==> config.mk <==
export PLATFORM = sky130hd
export DESIGN_NAME = telem_tx_sched
export DESIGN_NICKNAME = d
export VERILOG_FILES = /design/src/rtl/telem_tx_sched.sv
export SDC_FILE = /design/constraint.sdc
export NUM_CORES = 1
export LEC_CHECK = 0
export ABC_CLOCK_PERIOD_IN_PS = 5000
export BUFFER_PORTS_ARGS = -buffer_cell sky130_fd_sc_hd__buf_2
export CAP_MARGIN = 20
export CELL_PAD_IN_SITES_DETAIL_PLACEMENT = 1
export CELL_PAD_IN_SITES_GLOBAL_PLACEMENT = 2
export CORE_MARGIN = 2
export CORE_UTILIZATION = 40
export CTS_CLUSTER_DIAMETER = 200
export DETAILED_ROUTE_END_ITERATION = 12
export PLACE_DENSITY_LB_ADDON = 0.1
export SETUP_SLACK_MARGIN = 0.1
export SKIP_LAST_GASP = 1
export SLEW_MARGIN = 25
export SYNTH_ARGS = -nofsm -noshare
export SYNTH_HDL_FRONTEND = slang
export SYNTH_SLANG_ARGS = --single-unit
==> constraint.sdc <==
create_clock -name clk -period 5 [get_ports clk]
set_clock_uncertainty 0.15 [all_clocks]
set_input_delay 0.5 -clock clk [delete_from_list [all_inputs] [get_ports clk]]
set_output_delay 0.5 -clock clk [all_outputs]
set_load 0.05 [all_outputs]
==> src/rtl/telem_tx_sched.sv <==
// telem_tx_sched
//   Shares the single UART transmitter between a one-byte acknowledge path
//   and a periodic three-byte battery telemetry frame (HDR, batt[11:8], batt[7:0]).
//   Ack requests have strict priority at arbitration time, but a telemetry
//   frame, once started, is sent as one uninterrupted transfer.
//
// Ports
//   clk      in   system clock, rising edge
//   rst_n    in   asynchronous active-low reset
//   pwr_up   in   telemetry enable; low parks the period timer at zero
//   batt     in   12-bit battery level, snapshotted at frame start
//   ack_req  in   one-cycle request to send ack_byte
//   ack_byte in   acknowledge byte, sampled with ack_req
//   tx_done  in   one-cycle pulse from UART_tx when a byte has been shifted out
//   trmt     out  one-cycle pulse starting a UART_tx byte (registered)
//   tx_data  out  byte for UART_tx, held from trmt until the next trmt (registered)
//   busy     out  high from the first trmt of a transfer until the cycle after its last tx_done
//   tel_ovr  out  sticky: a period expired while a frame request was still waiting
module telem_tx_sched #(
  parameter int unsigned PERIOD = 1_048_576,
  parameter logic [7:0]  HDR    = 8'hA5
) (
  input  logic        clk,
  input  logic        rst_n,
  input  logic        pwr_up,
  input  logic [11:0] batt,
  input  logic        ack_req,
  input  logic [7:0]  ack_byte,
  input  logic        tx_done,
  output logic        trmt,
  output logic [7:0]  tx_data,
  output logic        busy,
  output logic        tel_ovr
);

  localparam int unsigned   TW    = $clog2(PERIOD);
  localparam logic [TW-1:0] TZERO = {TW{1'b0}};
  localparam logic [TW-1:0] TONE  = TW'(1);
  localparam logic [TW-1:0] TMAX  = TW'(PERIOD - 1);

  localparam logic [1:0] IDLE   = 2'b00;
  localparam logic [1:0] ACK_TX = 2'b01;
  localparam logic [1:0] FRM_TX = 2'b10;

  logic [TW-1:0] timer_r;
  logic          tel_pend_r;
  logic          ack_pend_r;
  logic [7:0]    ack_buf_r;
  logic          tx_done_r;
  logic [11:0]   snap_r;
  logic [1:0]    state_r;
  logic [1:0]    idx_r;

  logic          expire_s;
  logic          take_ack_s;
  logic          take_tel_s;
  logic [1:0]    state_nxt_s;
  logic [1:0]    idx_nxt_s;
  logic          trmt_nxt_s;
  logic [7:0]    data_nxt_s;
  logic          busy_nxt_s;

  assign expire_s = pwr_up && (timer_r == TMAX);

  // Period timer: counts while powered, wraps at PERIOD-1, parked at zero otherwise.
  always_ff @(posedge clk or negedge rst_n) begin
    if (!rst_n) begin
      timer_r <= TZERO;
    end else if (!pwr_up || expire_s) begin
      timer_r <= TZERO;
    end else begin
      timer_r <= timer_r + TONE;
    end
  end

  // Telemetry request and overrun flag. An expiry that finds a request still
  // waiting only flags the overrun; it never queues a second frame.
  always_ff @(posedge clk or negedge rst_n) begin
    if (!rst_n) begin
      tel_pend_r <= 1'b0;
      tel_ovr    <= 1'b0;
    end else begin
      if (expire_s && tel_pend_r) begin
        tel_ovr <= 1'b1;
      end
      if (!pwr_up) begin
        tel_pend_r <= 1'b0;
      end else if (expire_s && !tel_pend_r) begin
        tel_pend_r <= 1'b1;
      end else if (take_tel_s) begin
        tel_pend_r <= 1'b0;
      end
    end
  end

  // Ack request latch: last byte wins; a new request beats the clear on the
  // same edge so it is never lost.
  always_ff @(posedge clk or negedge rst_n) begin
    if (!rst_n) begin
      ack_pend_r <= 1'b0;
      ack_buf_r  <= 8'h00;
    end else if (ack_req) begin
      ack_pend_r <= 1'b1;
      ack_buf_r  <= ack_byte;
    end else if (take_ack_s) begin
      ack_pend_r <= 1'b0;
    end
  end

  // tx_done is registered once; the scheduler acts on the delayed copy.
  always_ff @(posedge clk or negedge rst_n) begin
    if (!rst_n) begin
      tx_done_r <= 1'b0;
    end else begin
      tx_done_r <= tx_done;
    end
  end

  // Scheduler next-state: arbitration in IDLE, byte sequencing in FRM_TX.
  always_comb begin
    state_nxt_s = state_r;
    idx_nxt_s   = idx_r;
    trmt_nxt_s  = 1'b0;
    data_nxt_s  = tx_data;
    busy_nxt_s  = busy;
    take_ack_s  = 1'b0;
    take_tel_s  = 1'b0;
    case (state_r)
      IDLE: begin
        if (ack_pend_r) begin
          state_nxt_s = ACK_TX;
          trmt_nxt_s  = 1'b1;
          data_nxt_s  = ack_buf_r;
          busy_nxt_s  = 1'b1;
          take_ack_s  = 1'b1;
        end else if (tel_pend_r) begin
          state_nxt_s = FRM_TX;
          idx_nxt_s   = 2'd0;
          trmt_nxt_s  = 1'b1;
          data_nxt_s  = HDR;
          busy_nxt_s  = 1'b1;
          take_tel_s  = 1'b1;
        end else begin
          busy_nxt_s  = 1'b0;
        end
      end
      ACK_TX: begin
        if (tx_done_r) begin
          state_nxt_s = IDLE;
          busy_nxt_s  = 1'b0;
        end else begin
          busy_nxt_s  = 1'b1;
        end
      end
      FRM_TX: begin
        if (!tx_done_r) begin
          busy_nxt_s  = 1'b1;
        end else if (idx_r >= 2'd2) begin
          state_nxt_s = IDLE;
          busy_nxt_s  = 1'b0;
        end else if (idx_r == 2'd0) begin
          idx_nxt_s   = 2'd1;
          trmt_nxt_s  = 1'b1;
          data_nxt_s  = {4'h0, snap_r[11:8]};
        end else begin
          idx_nxt_s   = 2'd2;
          trmt_nxt_s  = 1'b1;
          data_nxt_s  = snap_r[7:0];
        end
      end
      default: begin
        state_nxt_s = IDLE;
        idx_nxt_s   = 2'd0;
        trmt_nxt_s  = 1'b0;
        busy_nxt_s  = 1'b0;
      end
    endcase
  end

  // Scheduler registers and registered UART-side outputs.
  always_ff @(posedge clk or negedge rst_n) begin
    if (!rst_n) begin
      state_r <= IDLE;
      idx_r   <= 2'd0;
      trmt    <= 1'b0;
      tx_data <= 8'h00;
      busy    <= 1'b0;
      snap_r  <= 12'h000;
    end else begin
      state_r <= state_nxt_s;
      idx_r   <= idx_nxt_s;
      trmt    <= trmt_nxt_s;
      tx_data <= data_nxt_s;
      busy    <= busy_nxt_s;
      if (take_tel_s) begin
        snap_r <= batt;
      end
    end
  end

endmodule
Yosys cells after proc, flatten, opt, wreduce, memory -nomap -nowiden
Cells that the tools add are included.

word-level totals
  RAM bits = 0
  ROM bits = 0
  bits in latches = 0
  input bits = 25
  memories = 0
  register bits = 58

cells by class
  shifts and indexed selects = 0
  order comparisons = 1
  bitwise gates (word level) = 1
  multiplexer cells = 37
  reduce and logical (&&, ||, !) cells = 13
  add/subtract/negate cells = 1
  eq/ne operators = 12
  divide/modulo/power cells = 0
  multipliers = 0

operators with widths
  operator               number
  $mux 8                 5
  $add 20x1->20 const B  1
  $eq 20x20->1 const B   1
  $mux 2                 10
  $mux 20                1
  $mux 1                 16
  $pmux 8 s2             1
  $ne 2x2->1 const B     6
  $pmux 2 s3             2
  $reduce_and 4->1       2
  $ne 3x3->1 const B     2
  $reduce_and 5->1       1
  $logic_not 2->1        2
  $reduce_bool 2->1      2
  $logic_and 1x1->1      3
  $ne 3x1->1 const B     1
  $pmux 1 s3             1
  $eq 2x1->1 const B     1
  $eq 2x2->1 const B     1
  $ge 2x2->1 const B     1
  $logic_not 1->1        2
  $pmux 1 s2             1
  $logic_or 1x1->1       1
  $not 1->1              1

Logic depth before layout (Yosys ltp)
  word-level depth = 6
  depth in mapped cells = 7
  mapped depth without buffers = 6

Worst setup path before layout
OpenSTA, ideal clock, no wires.

  kind = register -> register
  start point = reg timer_r[0]
  end point = reg timer_r[10]
  setup time = 0.119 ns
  required time = 4.731 ns
  arrival time = 1.757 ns
  setup slack = 2.974 ns
  clock period less this slack = 2.026 ns
  stages on the path, launching flop included = 7
  cell sequence = dfrtp_1 -> ha_1 -> nand3_1 -> or3_4 -> o31ai_4 -> buf_8 -> nor2_2

on the way
  cells in the longest elaborated chain, start to end = 4

RTL lines
  item                                                                   line  RTL
  from (decl)                                                            45    logic [TW-1:0] timer_r;
  from (signal assigned)                                                 72    timer_r <= timer_r + TONE;
  parallel branches: the longest is 3 deep, another holds $add 20x1->20  --
  $mux 20 (*)                                                            69    end else if (!pwr_up || expire_s) begin

Every way passes the cells marked *.
A chain may end at the register's enable or synchronous reset.

Final worst setup path
  start point = reg timer_r[0]
  end point = reg timer_r[2]

The elaborated chain is that of the path after synthesis.

==> run metrics <==
proportion of power drawn by the clock network 0.307; fraction of power spent switching nets 0.346; length of routed met3 wiring 177 um; detailed route wirelength on metal2 between 2000 and 3000 um; power share of the combinational group 0.274; average wire length per cell after detail routing ~16 um; TritonCTS Buffers 9; source-to-sink clock delay at the later pin of the worst-skew pair between 0.3 and 0.4 ns; leakage power 1.37 nW; area enclosed by the die boundary 0.00743 mm2; RSZ-0062 raised after global routing no; Setup violations, final 0; outcome finished, final reports clean; detailed-route wire length 5760 um; area of the multi-input gates between 0.001 and 0.0015 mm2; library cell occupying the most area in the post-synthesis netlist dfrtp_1; share of post-route cells with drive strength above 1 0.343; TritonCTS clock tree built; hold-fix buffer count after cts 0; most used flip-flop cell after synthesis dfrtp_1; slowest stage cell, crit path o31ai_4; starting density of the core 0.418; aggregate global-route resource usage 0.172; detailed-route wire length on metal 1 roughly 2700 um; end of the worst register-to-register path timer_r[2]; total number of vias 1903; horizontal extent of the die between 80 and 90 um; H-Tree Level Count 3; final hold vios 0; core outline area about 0.0065 mm2; total count of max-transition violations in the final report 0; number of antenna repair diodes 0; net switching component of the power 0.463 mW; max-capacitance violation count 0; share of Yosys cell area claimed by the top area cell type 0.537; syn nets between 200 and 300; post-cts gate resize count 0; FF-to-FF Start timer_r[0]; number of cells on the worst reg-to-reg path 5; Worst path max stage delay 0.77 ns; number of top-level pins 36; nets@finish roughly 310; ANT nets after route 0; remaining routing DRC violations 0; Yosys reg bits 58; PD cells about 430 mW/mm2; buffers inserted during post-CTS setup optimization 0; sequential group share of total power 0.419; number of distinct library cell variants in the gate-level netlist after synthesis 40; Mapped Cells 238; cell with the most instances after synthesis dfrtp_1; number of synthesized flops with an enable pin 0; clock slew seen by the registers of the worst setup and hold paths 0.07 ns; final critical path time including I/O delays and setup between 2 and 2.5 ns; count of non-filler cells in the finished layout between 300 and 400; Clk Tree Root Cell clkbuf_8; internal power component around 0.88 mW; ranking of synthesized cells by instance count 58 x dfrtp_1, 28 x mux2_2, 16 x nand2_1; number of sinks driven by the clock tree 58; residual overflow from global routing 0; final period utilization 0.498; Worst Max-Slew Pin Slew 0.879 ns; worst-path maximum fanout 16; mean instance size in the synthesized netlist around 11 um2; die extent in y 86.2 um; classification of the worst-slack hold path in2reg; critical path launch point type register; Max IR drop VDD 0.140 mV; critical path capture point type register; half-perimeter wire length after detailed placement 4050 um; Syn-to-layout area delta 15.7%; Placed Instances 344; register area ~0.0015 mm2; WP data required around 5.0 ns; buffer depth of the longest clock path 2; Max Clk Rate around 400 MHz; Port Buf Inserts 35; antenna violations before repair 0; tightest slew margin relative to the limit 0.414; dominant delay contributor by cell family on the critical path simple AND/OR/NAND/NOR gates; Crit Path Class reg2reg; Sum Neg Setup Slack 0 ns; maximum number of pins on one net before global-route repair 59; via count of the first global-routing pass 2000; sequential-to-total area share from yosys stat 0.537; leading post-synthesis cells by cell area dfrtp_1 54%, mux2_2 12%, xnor2_1 2.9%, ha_1 2.3%, nor2_2 2.3%; topmost layer with routed signal wires met4; first-pass GRT wire length roughly 10000 um; share of flip-flops with an asynchronous set or reset after synthesis 1.00; Row Count 29; Filler Cell Count about 720; Critical Path, Cell by Cell ha_1 -> nand3_1 -> or3_4 -> o31ai_4 -> nor2_1; cell area after synthesis 0.00270 mm2; worst hold path stage count 1; Worst Hold Path EP tx_done_r; hold path startpoint tx_done; Final GP Congestion roughly 0.74; Detailed Routing Iterations Pass 1 4; 1st-iter DRT viols slightly below 70; critical path buffer and inverter count 0; Yosys warnings 0; Crit path arrival time between 2 and 3 ns; post-layout total power around 1.3 mW; worst setup slack for register-to-register paths around 2.5 ns; Via-to-Cell Ratio 5.29
==> routing by layer <==
layer,vias to the layer above,GRT usage
li1,929,-
met1,934,0.218
met2,31,0.287
met3,9,0.0467
met4,0,0.0597
met5,-,0
==> registers in the layout, summed over array words and instances, names as in the netlist <==
signal      flops
tel_ovr         1
timer_r        20
tel_pend_r      1
ack_buf_r       8
tx_done_r       1
snap_r         12
ack_pend_r      1
trmt            1
busy            1
state_r         2
tx_data         8
idx_r           2
==> power by group through the flow <==
stage,Combinational [mW],Clock (mW),Sequential [mW]
global route,0.396,0.451,0.570
finish,0.367,0.412,0.561
detailed placement,0.371,0,0.571
CTS,0.372,0.428,0.562
floorplan,0.146,0,0.697
global placement,0.365,0,0.568
==> logic make-up after synthesis <==
group,synth area share
simple gates,0.158
buf+inv,0.0255
compound gates,0.0935
xor+xnor,0.0389
fa+ha+maj,0.0231
flops,0.537
mux,0.124
==> how the worst max path moves through the flow <==
stage,endpoint,from,depth (start not counted),slack [ns]
6_report,timer_r[2],timer_r[0],5,2.51
5_1_grt,timer_r[3],timer_r[0],5,2.31
4_1_cts,timer_r[2],timer_r[0],5,2.45
3_5_place_dp,timer_r[2],timer_r[0],5,2.45
3_3_place_gp,timer_r[5],timer_r[0],5,2.52
2_1_floorplan,timer_r[10],timer_r[0],6,2.97
==> through the flow <==
step	util	instance area (um2)	setup slack, ns	hold slack, ns
4_1_cts	0.484	3130	2.45	0.0988
2_1_floorplan	-	2700	2.97	0.0544
6_report	0.484	3130	2.51	0.118
3_3_place_gp	0.456	2940	2.52	0.298
5_1_grt	0.484	3130	2.31	0.101
3_5_place_dp	0.456	2940	2.45	0.305
==> area by class of cell <==
class                   count  area share
flip-flops and latches     58       0.464
multi-input cells         165       0.378
repair buffers             36      0.0584
clock buffers              10      0.0408
well taps                  77      0.0308
clock inverters             6      0.0184
inverters                   8     0.00960
==> cells in the final DEF, fill, tap and decap left out, types with 6 or more instances in the layout <==
master / count
dfrtp_1: 58
inv_1: 8
nand3_1: 10
xnor2_1: 9
buf_2: 35
clkbuf_8: 9
nand2_1: 16
nor2_2: 10
a31oi_1: 6
mux2_2: 28
o21ai_0: 10
a21oi_1: 11
nor2_1: 15
No activity file was read; power rests on OpenSTA's default activity.
